[src/rtl/pid_controller.sv]
// pid_controller: memory-mapped fixed-point PID with a shared multiplier and symmetric output clamp
module pid_controller #(
   parameter int FRAC_BITS = 8,
   parameter int ADDR_W = 3
) (
   input  logic              clk,
   input  logic              rst,
   input  logic              chipSelect,
   input  logic              write,
   input  logic              read,
   input  logic [ADDR_W-1:0] address,
   input  logic [31:0]       writeData,
   output logic [31:0]       readData,
   input  logic              sampleTick,
   input  logic [31:0]       measurement,
   output logic [31:0]       pidOut,
   output logic              outValid,
   output logic              busy
);
   typedef enum logic [2:0] {IDLE, ERR, PTERM, ITERM, DTERM, SAT} state_t;
   state_t state, state_nx;
   logic enable, clr_pend, overrun, sat, sat_pos;
   logic signed [31:0] setpoint, kp, ki, kd, integ, e_prev, e, kp_s, ki_s, kd_s;
   logic [31:0] out_lim, rd_mux;
   logic [30:0] lim_s;
   logic signed [65:0] acc, acc_nx, y, lim;
   logic signed [31:0] mul_a, mul_b, integ_new, de, y_out;
   logic signed [63:0] prod;
   logic wr, rd, clr, start, hold, y_pos, y_neg;

   function automatic logic signed [31:0] sat32(input logic signed [32:0] v);
      return (v[32] != v[31]) ? (v[32] ? 32'sh8000_0000 : 32'sh7FFF_FFFF) : v[31:0];
   endfunction

   assign wr = chipSelect & write;
   assign rd = chipSelect & read & ~write;
   assign clr = clr_pend | (wr && address == ADDR_W'(0) && writeData[1]);
   assign start = state == IDLE && sampleTick && enable;
   assign busy = state != IDLE;

   always_comb begin
      state_nx = IDLE;
      case (state)
         IDLE:    state_nx = start ? ERR : IDLE;
         ERR:     state_nx = PTERM;
         PTERM:   state_nx = ITERM;
         ITERM:   state_nx = DTERM;
         DTERM:   state_nx = SAT;
         default: state_nx = IDLE;
      endcase
   end

   // anti-windup: freeze the integrator while pushing further into the active clamp
   always_comb begin
      hold = sat && (sat_pos ? (!e[31] && e != 0) : e[31]);
      integ_new = hold ? integ : sat32({integ[31], integ} + {e[31], e});
      de = sat32({e[31], e} - {e_prev[31], e_prev});
      mul_a = state == ITERM ? ki_s : state == DTERM ? kd_s : kp_s;
      mul_b = state == ITERM ? integ_new : state == DTERM ? de : e;
      prod = 64'(mul_a) * 64'(mul_b);
      acc_nx = acc + {{2{prod[63]}}, prod};
      y = acc >>> FRAC_BITS;
      lim = {35'd0, lim_s};
      y_pos = y > lim;
      y_neg = y < -lim;
      y_out = y_pos ? {1'b0, lim_s} : y_neg ? -{1'b0, lim_s} : y[31:0];
   end

   always_comb begin
      rd_mux = '0;
      case (address)
         ADDR_W'(0): rd_mux = {31'd0, enable};
         ADDR_W'(1): rd_mux = setpoint;
         ADDR_W'(2): rd_mux = kp;
         ADDR_W'(3): rd_mux = ki;
         ADDR_W'(4): rd_mux = kd;
         ADDR_W'(5): rd_mux = out_lim;
         ADDR_W'(6): rd_mux = {29'd0, overrun, sat, busy};
         ADDR_W'(7): rd_mux = integ;
         default:    rd_mux = '0;
      endcase
   end

   always_ff @(posedge clk) begin
      if (rst) begin
         state <= IDLE;
         enable <= 1'b0;
         clr_pend <= 1'b0;
         overrun <= 1'b0;
         sat <= 1'b0;
         sat_pos <= 1'b0;
         setpoint <= '0;
         kp <= '0;
         ki <= '0;
         kd <= '0;
         out_lim <= 32'h7FFF_FFFF;
         integ <= '0;
         e_prev <= '0;
         e <= '0;
         kp_s <= '0;
         ki_s <= '0;
         kd_s <= '0;
         lim_s <= '0;
         acc <= '0;
         pidOut <= '0;
         outValid <= 1'b0;
         readData <= '0;
      end else begin
         state <= state_nx;
         outValid <= state == SAT;
         if (wr && address == ADDR_W'(0)) enable <= writeData[0];
         if (wr && address == ADDR_W'(1)) setpoint <= writeData;
         if (wr && address == ADDR_W'(2)) kp <= writeData;
         if (wr && address == ADDR_W'(3)) ki <= writeData;
         if (wr && address == ADDR_W'(4)) kd <= writeData;
         if (wr && address == ADDR_W'(5)) out_lim <= writeData;
         if (wr && address == ADDR_W'(6)) overrun <= 1'b0;
         if (sampleTick && busy) overrun <= 1'b1;
         if (rd) readData <= rd_mux;
         if (start) begin
            e <= sat32({setpoint[31], setpoint} - {measurement[31], measurement});
            kp_s <= kp;
            ki_s <= ki;
            kd_s <= kd;
            lim_s <= out_lim[30:0];
         end
         if (state == ERR) acc <= '0;
         if (state == PTERM || state == ITERM || state == DTERM) acc <= acc_nx;
         if (state == ITERM) integ <= integ_new;
         if (state == SAT) begin
            pidOut <= y_out;
            sat <= y_pos | y_neg;
            sat_pos <= y_pos;
            e_prev <= e;
         end
         // a clear overrides the SAT-edge updates so it lands after pidOut is written
         if (clr && (state == IDLE || state == SAT)) begin
            integ <= '0;
            e_prev <= '0;
            sat <= 1'b0;
            clr_pend <= 1'b0;
         end else clr_pend <= clr;
      end
   end
endmodule

[config.mk]
export PLATFORM = sky130hd
export DESIGN_NAME = pid_controller
export DESIGN_NICKNAME = d
export VERILOG_FILES = /design/src/rtl/pid_controller.sv
export SDC_FILE = /design/constraint.sdc
export NUM_CORES = 2
export LEC_CHECK = 0
export ABC_AREA = 1
export CAP_MARGIN = 5
export CORE_ASPECT_RATIO = 1.75
export CORE_MARGIN = 2
export CORE_UTILIZATION = 60
export DETAILED_ROUTE_END_ITERATION = 7
export HOLD_SLACK_MARGIN = 0.15
export PLACE_DENSITY = 0.77
export SLEW_MARGIN = 20
export SYNTH_ARGS = -nofsm -noshare
export SYNTH_HDL_FRONTEND = slang
export SYNTH_SLANG_ARGS = --single-unit
[constraint.sdc]
create_clock -name clk -period 13 [get_ports clk]
set_input_delay 2.6 -clock clk [delete_from_list [all_inputs] [get_ports clk]]
set_output_delay 2.6 -clock clk [all_outputs]
set_load 0.02 [all_outputs]
==> out/results.ini <==
[critical_path]
reg2reg_to = acc[54]
reg2regPathDepth = 65
critPathMaxStageDelay_ps = 630
cp_data_required_time_ps = 13520
criticalPathCategory = reg -> reg
crit_fanout = 15
reg2reg_slack_ps = 310
start_kind = register
end_kind = register
worstPathArrival_ps = 13200
r2r_start = integ[3]
slowest_stage = fa_1
crit_top_cell = nand2_1

[pwr]
clock_power_share = 0.395
p_per_area_nw_per_um2 = 47.2
p_sw_mw = 1.28
leakage_nw = 43.5
p_seq_frac = 0.409
internal-power_mw = 2.72
pwr-share-comb = 0.197
p_sw_frac = 0.321
peakVddDrop_mv = 0.124

[clock_network]
cts_sinks = 522
cts-root-buf = clkbuf_16
cts_buffer_depth = 3
cts_tree = built
clock_latency_ps = 680
cts_buffers = 47
path_clk_slew_ps = 70
htree_levels = 2

[logic_synthesis]
synth_enable_flop_cells = 0
synth_nets = 11700
ys_seq_area_frac = 0.142
netlist_instances = 10100
yosys_warnings = 0
synthArstFlopShare = 0
syn_area_um2 = 73500
ys_ff_latch = 522
synthFlopType = dfxtp_1
avgSynthCellArea_um2 = 7.31
yosysUniqueCellTypes = 60

[die]
io_pins = 139
die_y_um = 467
die_area_um2 = 125000
coreArea_um2 = 121000
die_x_um = 269
start_util = 0.606
rows = 169

[final_layout]
nFillCells = 10100
multi_input_area_um2 = 54600
drive_gt1_frac = 0.130
ff_latch_area_um2 = 10500
final_cell_mix = nand2_1, inv_1, fa_1
layout_commonest_cell = nand2_1
area_delta_synth_final_pct = 15.4
post-route-util = 0.699
nets = 12300

[route]
ant_nets = 0
first_pass_iters = 8
initialDrtViolationCount = 8682
wirelength_mm = 336
via_per_inst = 6.19
post_drt_wl_per_cell_um = 27.1
drc = 2
vias = 76900

[placement]
dpl.hpwl_mm = 262
io_buffers = 138
gp_congestion = 1.16

[global_route]
grt_overflow = 0
grt_max_degree = 136
grt_pass1_wl_mm = 508
first_global_vias = 79900
grt_antenna_before_repair = 58
grt_usage = 0.563

[sta]
clock-skew-final_ps = 60.0
period_share = 0.976
fin_crit_ps = 12690
rsz0062_at_grt = yes
worst_slew_pin_slew_ps = 1300
fmax_mhz = 78.8
setup_viol = 0
maxSlewViolCount = 0
relSlewSlack = 0.134
fin_hold_ws_ps = 457
final_hold_viol_count = 0

[hold_path]
min_from = kp[10]
hold_class = reg -> reg
hold_depth = 2
min_to = kp_s[10]

[flow_run]
cap_violations = 0

[run_status]
status = finished, violations left
violations = DRC

==> flip-flops by register name, summed over array words and instances, names as in the netlist, 31 cells and up <==
name and count:
ki_s 32, integ 32, acc 66, out_lim 32
kd_s 32, kd 32, e_prev 32, kp 32
kp_s 32, ki 32, e 32, setpoint 32
lim_s 31, pidOut 32, readData 32
==> worst max-delay path by stage <==
stage / end / startpoint / cells after the start / slack (ps)
2_1_floorplan: acc[61] / e[8] / 57 / 2030
3_3_place_gp: acc[58] / integ[10] / 63 / -780
3_5_place_dp: acc[58] / integ[10] / 63 / -760
4_1_cts: acc[42] / integ[9] / 66 / -30
5_1_grt: acc[56] / integ[4] / 67 / -150
6_report: acc[54] / integ[3] / 65 / 310
==> per-layer routing <==
metal | vias to the layer above | part of all wire | track usage
met1 | 36000 | 0.28 | 0.509
met5 | - | 0.0015 | 0.0278
met3 | 2643 | 0.12 | 0.287
li1 | 32500 | - | -
met2 | 5708 | 0.44 | 0.844
met4 | 38 | 0.16 | 0.645
==> per-stage QoR <==
| stage | instance area, um2 | power (mW) | setup slack [ps] | setup TNS (ps) | cells |
|---|---|---|---|---|---|
| after floorplan | 73500 | 2.12 | 2030 | 0 | 10100 |
| after global placement | 82200 | 2.39 | -782 | -10380 | 12300 |
| after detailed placement | 82200 | 2.41 | -762 | -10950 | 12300 |
| after CTS | 83900 | 3.95 | -34.2 | -49.7 | 12400 |
| after global routing | 84700 | 4.11 | -150 | -909 | 12400 |
| final | 84800 | 4.00 | 314 | 0 | 12400 |
==> cell usage after synthesis, types with 7 or more instances <==
cell          n  area, um2
a21boi_0     13       97.6
a21o_1       48        360
a21oi_1     903       4520
a21oi_2      56        490
a221oi_1     10       87.6
a22oi_1      33        248
a31oi_1      22        138
and3_1       10       62.6
buf_1        10       37.5
buf_2        78        390
buf_4        30        225
buf_6        26        293
clkbuf_1    257        965
clkinv_1     10       37.5
dfxtp_1     522      10500
fa_1       1086      21700
ha_1        447       5590
inv_1      1918       7200
inv_2        20       75.1
nand2_1    2334       8760
nand2_2      40        250
nand2_4      15        169
nand3_1     358       1790
nand3_2      25        250
nand3b_1     24        180
nand4_1      56        350
nor2_1      723       2710
nor3_1       70        350
nor4_1       18        113
o2111ai_1     9       78.8
o211ai_1     22        165
o21a_1       14        105
o21ai_0     514       2570
o21ai_1      16       80.1
o21ai_2      22        193
o21bai_1     39        293
o21bai_2      7       78.8
o22ai_1      22        138
or2_2        52        325
xnor2_1      36        315
xor2_1       98        858
==> worst max-delay path: cells and delay by family (launching register included) <==
family / cells / cell delay (ps)
AOI/OAI and AO/OA: 5 / 850
adders and majority gates: 12 / 5520
and+or+nand+nor: 26 / 2990
xor gates and xnor gates: 2 / 290
DFF: 1 / 430
buffers and inverters: 20 / 2440
==> cell type report <==
class | count | area share
Antenna cell | 39 | 0.00115
Inverter | 1949 | 0.0864
Timing Repair Buffer | 1034 | 0.101
Multi-Input combinational cell | 7178 | 0.644
Sequential cell | 522 | 0.123
Tap cell | 1624 | 0.0240
Clock buffer | 62 | 0.0156
Clock inverter | 21 | 0.00428
==> power by group through the flow <==
| stage | combinational, mW | sequential (mW) | clock [mW] |
|---|---|---|---|
| global route | 0.841 | 1.64 | 1.63 |
| CTS | 0.743 | 1.63 | 1.57 |
| floorplan | 0.457 | 1.66 | 0 |
| finish | 0.787 | 1.64 | 1.58 |
| global placement | 0.723 | 1.67 | 0 |
| detailed placement | 0.738 | 1.67 | 0 |
==> logic make-up after synthesis <==
logic type                 share of synthesized area
and+or+nand+nor                                0.211
DFF                                            0.142
AOI/OAI and AO/OA                              0.133
xor gates and xnor gates                      0.0160
adders and majority gates                      0.372
buffers and inverters                          0.126
==> what timing repair did <==
action                     CTS  global route
gates resized for setup     16           161
hold buffers                 0             0
buffers inserted             0            10
pin swaps                    1            15
setup endpoints to repair   36            42
hold endpoints to repair     0             0
Note: power is estimated with default switching activity, not from simulation.
